[config.mk]
export PLATFORM = sky130hd
export DESIGN_NAME = ones_checksum_check
export DESIGN_NICKNAME = d
export VERILOG_FILES = /design/src/rtl/ones_checksum_pkg.sv /design/src/rtl/ones_checksum_check_add4.sv /design/src/rtl/ones_checksum_check.sv
export SDC_FILE = /design/constraint.sdc
export NUM_CORES = 1
export LEC_CHECK = 0
export ABC_AREA = 1
export CAP_MARGIN = 20
export CORE_MARGIN = 4
export CORE_UTILIZATION = 45
export DETAILED_ROUTE_END_ITERATION = 12
export PLACE_DENSITY = 0.81
export SETUP_SLACK_MARGIN = 0.05
export SLEW_MARGIN = 20
export SYNTH_ARGS = -nofsm -noshare
export SYNTH_HDL_FRONTEND = slang
export SYNTH_SLANG_ARGS = --single-unit
[constraint.sdc]
create_clock -name clk -period 3.7 [get_ports clk]
set_clock_uncertainty 0.1 [all_clocks]
set_input_delay 0.37 -clock clk [delete_from_list [all_inputs] [get_ports clk]]
set_output_delay 0.37 -clock clk [all_outputs]
set_load 0.005 [all_outputs]
[src/rtl/ones_checksum_pkg.sv]
// Shared definitions for the nibble-wide one's-complement checksum checker:
// FSM state encoding and the one's-complement "negative zero" target value.
package ones_checksum_pkg;

    typedef enum logic [1:0] {
        ST_IDLE  = 2'b00,
        ST_ACCUM = 2'b01,
        ST_DONE  = 2'b10
    } state_t;

    // A frame whose nibbles (checksum included) sum to all-ones is intact.
    localparam logic [3:0] ONES_NEG_ZERO = 4'hF;

endpackage

[src/rtl/ones_checksum_check_add4.sv]
// 4-bit one's-complement adder: carry out of bit 3 wraps back into bit 0.
module ones_add4 (
    input  logic [3:0] a,
    input  logic [3:0] b,
    output logic [3:0] y
);

    logic [4:0] w_raw;

    // Worst case 4'hF + 4'hF = 5'h1E, so the wrapped add can never carry again.
    always_comb begin
        w_raw = {1'b0, a} + {1'b0, b};
        y     = w_raw[3:0] + {3'b000, w_raw[4]};
    end

endmodule

[src/rtl/ones_checksum_check.sv]
// Frame checker: accumulates nibbles with end-around carry and posts a one-cycle
// done pulse with ok (sum is negative zero) or err (frame longer than MAX_WORDS).
module ones_checksum_check
    import ones_checksum_pkg::*;
#(
    parameter int MAX_WORDS = 16
) (
    input  logic       clk,
    input  logic       rst_n,
    input  logic       start,
    input  logic       valid,
    input  logic [3:0] data,
    input  logic       last,
    output logic       busy,
    output logic       done,
    output logic       ok,
    output logic       err,
    output logic [3:0] sum,
    output logic [7:0] count
);

    localparam logic [7:0] MAX_CNT = 8'(MAX_WORDS);

    state_t     r_state;
    logic       r_busy;
    logic       r_done;
    logic       r_ok;
    logic       r_err;
    logic [3:0] r_sum;
    logic [7:0] r_count;

    logic [3:0] w_add;
    logic [3:0] w_first_sum;
    logic [7:0] w_first_cnt;
    logic       w_first_end;
    logic       w_full;

    ones_add4 u_add (
        .a (r_sum),
        .b (data),
        .y (w_add)
    );

    // Values loaded by a start strobe; a start with valid takes data as nibble one.
    always_comb begin
        w_first_sum = 4'h0;
        w_first_cnt = 8'h00;
        w_first_end = 1'b0;
        if (valid) begin
            w_first_sum = data;
            w_first_cnt = 8'h01;
            w_first_end = last;
        end else begin
            w_first_sum = 4'h0;
            w_first_cnt = 8'h00;
            w_first_end = 1'b0;
        end
        w_full = (r_count == MAX_CNT);
    end

    // Frame sequencing FSM; every output is a register updated here.
    always_ff @(posedge clk) begin
        if (!rst_n) begin
            r_state <= ST_IDLE;
            r_busy  <= 1'b0;
            r_done  <= 1'b0;
            r_ok    <= 1'b0;
            r_err   <= 1'b0;
            r_sum   <= 4'h0;
            r_count <= 8'h00;
        end else begin
            case (r_state)
                ST_IDLE: begin
                    r_done <= 1'b0;
                    if (start) begin
                        r_ok    <= 1'b0;
                        r_err   <= 1'b0;
                        r_sum   <= w_first_sum;
                        r_count <= w_first_cnt;
                        if (w_first_end) begin
                            r_state <= ST_DONE;
                            r_busy  <= 1'b0;
                            r_done  <= 1'b1;
                            r_ok    <= (w_first_sum == ONES_NEG_ZERO);
                        end else begin
                            r_state <= ST_ACCUM;
                            r_busy  <= 1'b1;
                        end
                    end else begin
                        r_state <= ST_IDLE;
                        r_busy  <= 1'b0;
                    end
                end
                ST_ACCUM: begin
                    r_done <= 1'b0;
                    // A start here silently abandons the running frame.
                    if (start) begin
                        r_ok    <= 1'b0;
                        r_err   <= 1'b0;
                        r_sum   <= w_first_sum;
                        r_count <= w_first_cnt;
                        if (w_first_end) begin
                            r_state <= ST_DONE;
                            r_busy  <= 1'b0;
                            r_done  <= 1'b1;
                            r_ok    <= (w_first_sum == ONES_NEG_ZERO);
                        end else begin
                            r_state <= ST_ACCUM;
                            r_busy  <= 1'b1;
                        end
                    end else if (valid) begin
                        if (w_full) begin
                            r_state <= ST_DONE;
                            r_busy  <= 1'b0;
                            r_done  <= 1'b1;
                            r_ok    <= 1'b0;
                            r_err   <= 1'b1;
                        end else begin
                            r_sum   <= w_add;
                            r_count <= r_count + 8'h01;
                            if (last) begin
                                r_state <= ST_DONE;
                                r_busy  <= 1'b0;
                                r_done  <= 1'b1;
                                r_ok    <= (w_add == ONES_NEG_ZERO);
                            end else begin
                                r_state <= ST_ACCUM;
                                r_busy  <= 1'b1;
                            end
                        end
                    end else begin
                        r_state <= ST_ACCUM;
                        r_busy  <= 1'b1;
                    end
                end
                ST_DONE: begin
                    r_state <= ST_IDLE;
                    r_busy  <= 1'b0;
                    r_done  <= 1'b0;
                end
                default: begin
                    r_state <= ST_IDLE;
                    r_busy  <= 1'b0;
                    r_done  <= 1'b0;
                end
            endcase
        end
    end

    assign busy  = r_busy;
    assign done  = r_done;
    assign ok    = r_ok;
    assign err   = r_err;
    assign sum   = r_sum;
    assign count = r_count;

endmodule

==> run_results.csv <==
group,metric,value,unit
worst_setup_path,cp-end-kind,"register",
clock_tree,clockBufferDepth,2,
routing,num_vias,1219,
placed_design,place_area,1433,sq um
yosys,avgSynthCellArea,6.536,sq um
clock_tree,clkTransAtPathRegs,0.11,ns
yosys,yosysWarnings,0,
pwr,total_leakage_power,0.6421,nW
routing,firstDrtPassIters,4,
sta,grt_setup_unrepaired,"false",
routing,vias_per_cell,5.187,
worst_setup_path,crit_required,3.83,ns
placed_design,gp_congestion,0.8733,
sta,max_freq,0.3890,GHz
yosys,async_flop_share,0,
clock_tree,cts_setup_buffers,0,
final_layout,layout.nets,224,
worst_setup_path,cp_top_family,"adder cells",
min_path,hold_path_class,"reg -> reg",
sta,tightest_slew,0.4245,ns
sta,period_minus_slack,2.571,ns
final_layout,num-fill-cells,249,
worst_setup_path,crit_chain,"clkdlybuf4s50_1 > ha_1 > fa_1 > a21oi_1 > o21bai_1 > ha_1 > ha_1 > nand3b_1 > nand2_1 > inv_1 > nor2_1 > nand2_1 > a21oi_1",
worst_setup_path,crit_path_max_incr_delay,0.45,ns
final_layout,drive_gt1_frac,0.05366,
sta,slew_viol_final,0,
global_route,gr-max-usage-layer,"met2",
worst_setup_path,path_class,"in -> reg",
yosys,yosysTopAreaCellShare,0.2909,
sta,setup_viol,0,
floorplan,fp-row-count,18,
clock_tree,cts_buffers,3,
routing,wl,2732,um
worst_setup_path,critPathBufInv,2,
final_layout,n_antenna_cell,0,
clock_tree,cts_tree,"done",
worst_setup_path,start_kind,"primary input",
yosys,netlist_top_cells_count,"nand2_1, nor2_1, inv_1, dfxtp_1",
sta,maxSlewHeadroom,0.7170,
yosys,synth.most_common_cell,"nand2_1",
sta,whs,0.3828,ns
yosys,ys_seq_area_frac,0.2909,
floorplan,die-area,3479,sq um
clock_tree,cts_sinks,17,
yosys,synth_area_leaders,"dfxtp_1, nand2_1, ha_1, nor2_1, inv_1",
global_route,grtUsageMet3,0.04357,
clock_tree,cts-htree-levels,1,
floorplan,ioPinCount,25,
global_route,antenna_found_initial,0,
clock_tree,cts_hold_repair.buffers,0,
floorplan,start_util,0.4722,
pwr,power_density,296.4,nW/um^2
final_layout,areaGrowthSynthToFinish,24.71,%
routing,drt-initial-drc-count,41,
worst_setup_path,worstPathMaxFanout,3,
sta,post-route-period-util,0.6948,
global_route,gr-total-overflow,0,
placed_design,dp_hpwl,2201,um
yosys,synth_cell_types,25,
floorplan,die_h,58.99,um
yosys,syn-num-nets,197,
pwr,p_sw,0.0001399,W
global_route,grt_max_degree,12,
placed_design,port_buffers,24,
clock_tree,clkLatencyLatePin,0.29,ns
routing,route.detailed.drc,0,
final_layout,seqCellArea,340.3,sq um
yosys,synth_cells,179,
yosys,ys_ff_latch,17,
pwr,swShare,0.3235,
yosys,ys.flop_type,"dfxtp_1",
global_route,grt_pass1_vias,1120,
floorplan,core,2477,sq um
global_route,grt_first_pass_wirelength,4809,um
pwr,power.internal,0.0002926,W
worst_setup_path,crit_top_cell,"ha_1",
global_route,grt_usage,0.1767,
run_status,status,"finished clean",
worst_setup_path,cp_data_arrival_time,2.70,ns
pwr,p_clk_frac,0.235,
routing,routedWlPerCell,11.63,um
clock_tree,clockRootBuffer,"clkbuf_4",
yosys,yosysTopAreaCell,"dfxtp_1",
routing,drtAntennaViolNets,0,
global_route,gr-usage-met2,0.2792,
floorplan,die_x,58.99,um
pwr,seqPwrFrac,0.468,
pwr,ir_drop,0.0002561,V
pwr,p_comb_frac,0.297,
final_layout,multi_input_area,711.9,sq um
yosys,synthesis.area,1170,sq um
sta,finalHoldViolCount,0,
flow_run,cap_violations,0,
sta,tns,0,ns
worst_setup_path,slowest_stage,"clkdlybuf4s50_1",
yosys,synth-edff-count,0,
final_layout,final_area,1459,sq um
clock_tree,cts_resized,0,
global_route,grtUsageMet1,0.2420,
## final timing paths
kind	cells past startpoint	endpoint	slack (ns)	startpoint
setup reg to reg	12	ok	1.37	sum[0]
setup / recovery	13	ok	1.13	data[0]
hold / removal	2	err	0.38	err
hold reg to reg	2	err	0.38	err
## cell type report
class,count,share of cell area
clock buffer,4,0.01801
inverter,24,0.07033
multi-input combinational,136,0.4880
sequential,17,0.2333
tap,30,0.02573
timing repair buffer,24,0.1647
## worst register-to-register path, stage by stage (launching register included)
cell and delay, ns:
dfxtp_1 0.34, ha_1 0.21, fa_1 0.41, a21oi_1 0.16, o21bai_1 0.08, ha_1 0.22
ha_1 0.19, nand3b_1 0.15, nand2_1 0.09, inv_1 0.04, nor2_1 0.09, nand2_1 0.06
a21oi_1 0.14
## power by group through the flow
| stage | clock network [W] | registers (W) | logic [W] |
|---|---|---|---|
| finish | 0.000102 | 0.000202 | 0.000128 |
| global route | 0.000111 | 0.000205 | 0.000146 |
| CTS | 0.000104 | 0.000203 | 0.000129 |
| detailed placement | 0 | 0.000207 | 0.000128 |
| global placement | 0 | 0.000206 | 0.000124 |
| floorplan | 0 | 0.000206 | 0.0000829 |
## kinds of logic (layout without fill, tap and decap cells)
| logic type | Yosys count | count (layout) | share of synthesized area |
|---|---|---|---|
| compound gates | 28 | 28 | 0.1390 |
| fa+ha+maj | 9 | 9 | 0.1027 |
| buf+inv | 26 | 52 | 0.1005 |
| flops | 17 | 17 | 0.2909 |
| simple gates | 99 | 99 | 0.3668 |
## per-layer routing
| layer | wire length, um | part of all wire |
|---|---|---|
| met5 | 0 | 0 |
| met4 | 23 | 0.0084 |
| met3 | 187 | 0.068 |
| met2 | 1256 | 0.46 |
| met1 | 1264 | 0.46 |
## layout by cell type, fill, tap and decap left out, drive strengths merged
cell type,synthesis,routed
a211oi,1,1
a21oi,15,15
clkbuf,1,4
clkdlybuf4s50,0,24
clkinv,1,1
dfxtp,17,17
fa,1,1
ha,8,8
inv,23,23
nand2,50,50
nand3,15,15
nand3b,2,2
nand4,3,3
nor2,26,26
nor3,1,1
o21ai,9,9
o21bai,1,1
o22ai,1,1
o31ai,1,1
or2,1,1
or3,1,1
## registers in the layout, indices dropped and copies added, names as in the netlist
signal,cells
sum,4
err,1
done,1
count,8
r_state,1
busy,1
ok,1
## metrics by stage
step / cells / util / worst slack [ns] / total power [W]
floorplan: 179 / - / 1.475 / 0.0002890
CTS: 235 / 0.5889 / 1.141 / 0.0004351
finish: 235 / 0.5889 / 1.129 / 0.0004325
global route: 235 / 0.5889 / 1.016 / 0.0004616
detailed placement: 231 / 0.5783 / 0.8270 / 0.0003347
global placement: 231 / 0.5783 / 0.9454 / 0.0003307
(Power assumes the default switching activity.)
==> variant, RTL diff (same flow settings) <==
Re-encode `state_t` (3 states) as one-hot, 3 bits wide.
--- a/src/rtl/ones_checksum_pkg.sv
+++ b/src/rtl/ones_checksum_pkg.sv
@@ -2,10 +2,10 @@
 // FSM state encoding and the one's-complement "negative zero" target value.
 package ones_checksum_pkg;
 
-    typedef enum logic [1:0] {
-        ST_IDLE  = 2'b00,
-        ST_ACCUM = 2'b01,
-        ST_DONE  = 2'b10
+    typedef enum logic [2:0] {
+        ST_IDLE  = 3'b001,
+        ST_ACCUM = 3'b010,
+        ST_DONE  = 3'b100
     } state_t;
 
     // A frame whose nibbles (checksum included) sum to all-ones is intact.
Function: no difference found for any inputs over 10 cycles, from zero or initial values and one cycle with rst_n low; not proved beyond that.
==> variant against the original RTL <==
Clock power increased by 26%; synthesized area increased by 8.2%; worst setup slack got worse by 0.11 ns; synthesized cell count up 11%; sequential cell count rose by 1; register-to-register slack worse by 0.19 ns; combinational power is 21% lower; cell area rose by 7.2%; sequential power up 3%; power rose by 1.4%; routed wire length rose by 10%; critical endpoint unchanged.
==> variant: results (changes against the original RTL) <==
| Metric | Value |
|---|---|
| Status | `finished clean` |
| Vias in the first global route | `1169 (+4.4%)` |
| Synth Area in Compound Gates | `9.09% (-4.8 points)` |
| Layout cells sized above 1 | `8.44% (+3.1 points)` |
| Adder-cell share of the synthesized area | `9.49% (-0.78 points)` |
| Final GP Congestion | `0.881 (+0.86%)` |
| First-pass GRT wire length | `5180 um (+7.6%)` |
| Worst-margin pin slew | `0.377 ns (-0.0470 ns)` |
| Worst-Skew Late Latency | `0.31 ns (+0.02 ns)` |
| Filler cell count in the final layout | `240 (-3.6%)` |
| DPL Wire Length | `2340 um (+6.5%)` |
| Leak | `0.688 nW (+7.1%)` |
| Switching share of power | `30.6% (-1.7 points)` |
| Syn_nets | `217 (+10%)` |
| Max VDD drop | `0.192 mV (-25%)` |
| Critical Path AT | `2.84 ns (+0.14 ns)` |
| Clock-cell share of area | `2.32% (+0.52 points)` |
| GRT Util Overall | `18.6% (+0.92 points)` |
| Combinational Power Share | `23.0% (-6.7 points)` |
| Seq. cell area | `360 sq um (+5.9%)` |
| Dominant cells by area after synthesis | `dfxtp_1 28%, nand2_1 16%, ha_1 7.9%` |
| Sequential area share after synthesis | `28.5% (-0.63 points)` |
| Yosys reg bits | `18 (+1)` |
| Pin count of the biggest net entering global routing | `16 (+4)` |
| Count of multi-input gates | `153 (+13%)` |
| Initial drt markers | `44 (+7.3%)` |
| Final nets | `244 (+8.9%)` |
| Buffer share of cell area | `15.4% (-1.1 points)` |
| Placed inst area | `1530 sq um (+6.6%)` |
-- variant: cell count changes after synthesis, sizes merged, moves of 2 or more --
cell	change
o21ai	-2
nand4	+3
nand2	+10
nand3	+7
nor2	+3
a21oi	-2
-- variant: path summary, 6_finish.rpt --
path                            slack (ns)                    end                   from  cells after the start
worst max register to register        1.18        ok$_SDFFE_PN0P_    sum[0]$_SDFFE_PN0P_                     13
worst max-delay path                  1.02        ok$_SDFFE_PN0P_                data[0]                     14
worst min register to register        0.41  count[7]$_SDFFE_PN0P_  count[7]$_SDFFE_PN0P_                      2
worst min-delay path                  0.41  count[7]$_SDFFE_PN0P_  count[7]$_SDFFE_PN0P_                      2
-- variant: critical path, delay by kind of cell --
kind	cells	cell delay (ns)
fa+ha+maj	4	1.14
compound gates	1	0.07
simple gates	8	0.81
buf+inv	1	0.44
-- variant: layer usage --
| layer | wire [um] | GRT usage (%) | up-vias |
|---|---|---|---|
| met5 | 0 | 0 | - |
| met4 | 80 | 9.29 | 0 |
| met3 | 89 | 2.94 | 8 |
| met2 | 1320 | 28.2 | 23 |
| met1 | 1530 | 25.5 | 571 |
| li1 | - | - | 695 |
-- variant: per-stage QoR --
| step | util (%) | hold slack (ns) | power (mW) | instances | setup WS (ns) |
|---|---|---|---|---|---|
| 6_report | 60.4 | 0.405 | 0.439 | 255 | 1.02 |
| 2_1_floorplan | - | 0.360 | 0.277 | 199 | 1.30 |
| 5_1_grt | 60.4 | 0.446 | 0.463 | 255 | 0.893 |
| 3_5_place_dp | 59.0 | 0.389 | 0.313 | 251 | 0.702 |
| 4_1_cts | 60.4 | 0.405 | 0.444 | 255 | 1.03 |
| 3_3_place_gp | 59.0 | 0.377 | 0.312 | 251 | 0.760 |
